`src/rtl/serial_adder_pkg.sv`:
```
// Shared definitions for the bit-serial adder: FSM state encoding and a
// small decode helper used by the sequencer.
package serial_adder_pkg;

  typedef enum logic [1:0] {
    S_IDLE = 2'd0,
    S_RUN  = 2'd1,
    S_DONE = 2'd2,
    S_3    = 2'd3
  } state_t;

  // The unused encoding S_3 behaves exactly like IDLE, so it can also accept.
  function automatic logic is_ready(input state_t s);
    return (s != S_RUN);
  endfunction

endpackage

```
`src/rtl/serial_adder_full_adder.sv`:
```
// Single-bit full adder cell; the serial adder feeds it one operand bit
// pair per cycle together with the registered carry.
module serial_adder_full_adder (
  input  logic i_a,
  input  logic i_b,
  input  logic i_c,
  output logic o_s,
  output logic o_c
);

  assign o_s = i_a ^ i_b ^ i_c;
  assign o_c = (i_a & i_b) | (i_a & i_c) | (i_b & i_c);

endmodule

```
`src/rtl/serial_adder.sv`:
```
// Bit-serial adder: sums two WIDTH-bit operands LSB-first over WIDTH cycles
// through one full adder cell and a registered carry loop.
module serial_adder
  import serial_adder_pkg::*;
#(
  parameter int WIDTH = 8,
  parameter int CNT_W = 6
) (
  input  logic             clk,
  input  logic             rst_n,
  input  logic             start,
  input  logic [WIDTH-1:0] a,
  input  logic [WIDTH-1:0] b,
  input  logic             c_in,
  output logic             busy,
  output logic             done,
  output logic [WIDTH-1:0] sum,
  output logic             c_out
);

  // The partial-result register only needs the upper WIDTH-1 bits; the
  // newest bit comes straight from the adder on the final edge.
  localparam int RW = (WIDTH > 1) ? WIDTH - 1 : 1;

  state_t             r_state;
  state_t             w_state_next;
  logic [CNT_W-1:0]   r_cnt;
  logic               r_carry;
  logic [WIDTH-1:0]   r_a_sh;
  logic [WIDTH-1:0]   r_b_sh;
  logic [RW-1:0]      r_res;
  logic               r_busy;
  logic               r_done;
  logic [WIDTH-1:0]   r_sum;
  logic               r_cout;

  logic               w_s;
  logic               w_c;
  logic               w_accept;
  logic               w_last;
  logic [WIDTH-1:0]   w_res_shift;
  logic [RW-1:0]      w_res_keep;

  serial_adder_full_adder u_fa (
    .i_a (r_a_sh[0]),
    .i_b (r_b_sh[0]),
    .i_c (r_carry),
    .o_s (w_s),
    .o_c (w_c)
  );

  generate
    if (WIDTH == 1) begin : g_res_w1
      assign w_res_shift = w_s;
      assign w_res_keep  = '0;
    end else begin : g_res_wn
      assign w_res_shift = {w_s, r_res};
      assign w_res_keep  = w_res_shift[WIDTH-1:1];
    end
  endgenerate

  always_comb begin
    w_accept     = is_ready(r_state) && start;
    w_last       = (r_state == S_RUN) && (r_cnt == CNT_W'(WIDTH - 1));
    w_state_next = S_IDLE;
    case (r_state)
      S_RUN:   w_state_next = w_last ? S_DONE : S_RUN;
      default: w_state_next = start ? S_RUN : S_IDLE;
    endcase
  end

  always_ff @(posedge clk or negedge rst_n) begin
    if (!rst_n) begin
      r_state <= S_IDLE;
      r_cnt   <= '0;
      r_carry <= 1'b0;
      r_a_sh  <= '0;
      r_b_sh  <= '0;
      r_res   <= '0;
      r_busy  <= 1'b0;
      r_done  <= 1'b0;
      r_sum   <= '0;
      r_cout  <= 1'b0;
    end else begin
      r_state <= w_state_next;
      r_busy  <= (w_state_next == S_RUN);
      r_done  <= (w_state_next == S_DONE);
      if (w_accept) begin
        r_a_sh  <= a;
        r_b_sh  <= b;
        r_carry <= c_in;
        r_cnt   <= '0;
      end else if (r_state == S_RUN) begin
        r_a_sh  <= r_a_sh >> 1;
        r_b_sh  <= r_b_sh >> 1;
        r_carry <= w_c;
        r_res   <= w_res_keep;
        r_cnt   <= r_cnt + 1'b1;
        // Outputs only ever see the completed word, never a partial one.
        if (w_last) begin
          r_sum  <= w_res_shift;
          r_cout <= w_c;
        end
      end
    end
  end

  assign busy  = r_busy;
  assign done  = r_done;
  assign sum   = r_sum;
  assign c_out = r_cout;

endmodule
```
`config.mk`:
```
export PLATFORM = sky130hd
export DESIGN_NAME = serial_adder
export DESIGN_NICKNAME = d
export VERILOG_FILES = /design/src/rtl/serial_adder_pkg.sv /design/src/rtl/serial_adder_full_adder.sv /design/src/rtl/serial_adder.sv
export SDC_FILE = /design/constraint.sdc
export NUM_CORES = 1
export LEC_CHECK = 0
export BUFFER_PORTS_ARGS = -buffer_cell sky130_fd_sc_hd__buf_2
export CORE_ASPECT_RATIO = 0.9
export CORE_UTILIZATION = 49
export CTS_BUF_LIST = sky130_fd_sc_hd__clkbuf_4 sky130_fd_sc_hd__clkbuf_8 sky130_fd_sc_hd__clkbuf_16
export CTS_CLUSTER_SIZE = 12
export DETAILED_ROUTE_END_ITERATION = 7
export GPL_TIMING_DRIVEN = 0
export PLACE_DENSITY = 0.81
export SKIP_LAST_GASP = 1
export SLEW_MARGIN = 20
export SYNTH_ARGS = -nofsm -noshare
export SYNTH_HDL_FRONTEND = slang
export SYNTH_SLANG_ARGS = --single-unit
```
`constraint.sdc`:
```
create_clock -name clk -period 1.3 [get_ports clk]
set_input_delay 0.26 -clock clk [delete_from_list [all_inputs] [get_ports clk]]
set_output_delay 0.26 -clock clk [all_outputs]
set_load 0.005 [all_outputs]
```
==> results.py <==
metrics = {
    "drt": {
        "vias": 1220,
        "drc": 0,
        "wl_met3_microns": 144,
        "routed_wirelength_mm": 3.17,
        "drtPass1Iterations": 4,
        "drt.antenna.violating_nets": 0,
        "routed-wl-met2_mm": 1.54,
        "wl_met1_mm": 1.45,
        "routed.top_layer": "met4",
        "wl_per_cell_microns": 13.8,
        "drt_iter0_drc": 39,
        "routed_via_density": 5.33,
    },
    "cts": {
        "clkSinkCount": 42,
        "cts.path.max_buffers": 2,
        "clock_latency_ps": 290,
        "numCtsBuffers": 5,
        "clock-root-buffer": "clkbuf_8",
        "cts_tree": "done",
        "clk_pin_slew_ps": 70,
        "h-tree-depth": 2,
        "cts_hold_buffers": 0,
    },
    "timing": {
        "drv_slew": 0,
        "max_slew_margin_pct": 40.8,
        "finClkSkew_ps": 3.06,
        "max_freq_mhz": 726,
        "tightest_slew_ps": 889,
        "period_share_pct": 106,
        "setup_slack_ps": -76.6,
        "rsz0062_at_grt": "true",
        "layout_min_cycle_time_ps": 1380,
        "whs_ps": 91.0,
        "setup_viol_count_final": 10,
        "hold_viol_final": 0,
    },
    "yosys": {
        "syn_inst": 143,
        "synth_flop_cell": "dfrtp_1",
        "ys_seq_area_share_pct": 57.8,
        "synth-async-reset-ratio_pct": 100,
        "synth.distinct_cells": 21,
        "syn-cell-area_sq_mm": 0.00182,
        "synth_edf_count": 0,
        "yosysWarnings": 0,
        "synth_area_per_cell_sq_um": 12.7,
        "ys_seq_elements": 42,
        "syn-num-nets": 165,
    },
    "layout": {
        "antenna_cells": 0,
        "layout_commonest_cell": "dfrtp_1",
        "fillers": 265,
        "num-nets-final": 206,
        "layout_common_cells": "41 x dfrtp_1, 33 x buf_2, 20 x mux2i_1",
        "drive_above_1_share_pct": 40.5,
        "area_growth_pct": 21.0,
    },
    "critical_path": {
        "critical_path_peak_fanout": 8,
        "critPathLaunchType": "register",
        "crit_chain": "nor3_4 > nand4_4 > buf_8 > mux2_4",
        "slowest_delay_ps": 440,
        "crit_cells": 4,
        "arrival_ps": 1550,
        "r2r_cells": 4,
        "r2r_end": "c_out",
        "critPathTopFamily": "flip-flops",
        "worst-path-buf-inv": 1,
        "crit_start": "r_cnt[3]",
        "worst_ep_required_time_ps": 1480,
        "cp-end-kind": "register",
        "r2r_start": "r_cnt[3]",
        "r2r_slack_ps": -80,
        "cp_slowest_cell": "dfrtp_2",
        "criticalPathCategory": "register to register",
    },
    "global_routing": {
        "grt_max_degree": 43,
        "antenna_found_initial": 0,
        "grt_use_total_pct": 18.6,
        "grt_pass1_wl_mm": 5.31,
        "grt_pass1_vias": 1156,
        "grt-ovfl-total": 0,
    },
    "power": {
        "ir_drop_mv": 0.936,
        "power_frac_clock_pct": 16.9,
        "p_leak_nw": 1.15,
        "comb_power_share_pct": 39.2,
        "swShare_pct": 33.6,
        "pwr-share-seq_pct": 43.8,
        "finalPower_mw": 5.11,
        "p_per_area_mw_per_mm2": 2320,
        "p_int_mw": 3.40,
        "switchingPower_mw": 1.72,
    },
    "flow_run": {
        "max_cap_viol_count": 0,
    },
    "place": {
        "routabilityCongestion": 0.691,
        "place_ws_ps": -120,
        "hpwl_mm": 2.13,
        "io_buffers": 30,
    },
    "floorplan": {
        "core_sq_mm": 0.00345,
        "dieArea_sq_mm": 0.00396,
        "initial_utilization_pct": 52.6,
        "rows": 20,
        "pin_count": 31,
        "dieHeight_microns": 59.8,
        "die_x_microns": 66.2,
    },
    "status": {
        "violations": "setup timing",
        "outcome": "finished with violations",
    },
    "min_path": {
        "hold_path.class": "input port to asynchronous set/reset pin",
    },
}
## worst max path at each step
stage          endpoint
2_1_floorplan     c_out
3_3_place_gp      c_out
3_5_place_dp      c_out
4_1_cts           c_out
5_1_grt           c_out
6_report          c_out
## synthesized netlist by cell type (2+ instances only)
cell type,count,area share (%)
a21oi_1,2,0.55
mux2_2,11,6.8
o21ai_0,19,5.2
clkbuf_1,4,0.83
buf_2,3,0.83
inv_1,3,0.62
mux2i_1,20,11
nand4_1,3,1.0
dfrtp_1,42,58
nor2_1,3,0.62
nand2_1,17,3.5
mux2_4,7,5.8
## kinds of logic (layout without fill, tap and decap cells)
| kind of cell | count (synthesis) | in the layout | share of synthesized area [%] |
|---|---|---|---|
| AND/OR/NAND/NOR | 27 | 27 | 7.30 |
| multiplexers | 38 | 38 | 23.6 |
| adder cells (fa/ha/maj) | 2 | 2 | 1.79 |
| AO/OA/AOI/OAI | 22 | 22 | 6.19 |
| flip-flops | 42 | 42 | 57.8 |
| buffers and inverters | 12 | 54 | 3.30 |
## worst register-to-register path: cells and delay by family (launching register included)
kind | cells | cell delay (ps)
flops | 1 | 440
simple gates | 2 | 360
mux | 1 | 300
buf+inv | 1 | 170
## area by class of cell
type                    count  area, sq um  area share [%]
plain buffers               9         67.6            3.07
clock buffers               7         90.1            4.10
clock inverters             1         5.00           0.228
inverters                   3         11.3           0.512
multi-input cells          89          738            33.6
flip-flops and latches     42         1050            47.8
well taps                  44         55.1            2.50
repair buffers             34          180            8.19
## through the flow
step	utilization (%)	instances	setup TNS [ps]	cell area [sq um]
after floorplan	-	143	-158	1830
after global placement	59.0	217	-684	2040
after detailed placement	59.0	217	-1110	2040
after CTS	63.0	228	-748	2180
after global routing	63.7	229	-1130	2200
final	63.7	229	-575	2200
## state kept, by name, summed over array words and instances (netlist names)
| register | cells |
|---|---|
| r_cnt | 6 |
| r_carry | 1 |
| r_res | 7 |
| done | 1 |
| r_b_sh | 8 |
| r_a_sh | 8 |
| sum | 8 |
| r_state | 2 |
| c_out | 1 |
## timing repair
action	4_1_cts	5_1_grt
endpoints found under the setup margin	21	24
gates resized for setup	8	7
gates cloned	0	0
setup buffers	3	1
pin swaps	2	1
## layer usage
metal / track usage [%] / vias up
met5: 0 / -
met4: 7.29 / 0
met3: 5.15 / 5
met2: 31.2 / 30
met1: 22.8 / 609
li1: - / 576
## power groups by stage
stage / sequential, mW / clock [mW] / combinational (mW)
2_1_floorplan: 2.17 / 0 / 1.35
3_3_place_gp: 2.21 / 0 / 1.75
3_5_place_dp: 2.24 / 0 / 1.83
4_1_cts: 2.23 / 0.880 / 1.96
5_1_grt: 2.30 / 0.931 / 2.25
6_report: 2.24 / 0.866 / 2.01
Note: power is estimated with default switching activity, not from simulation.
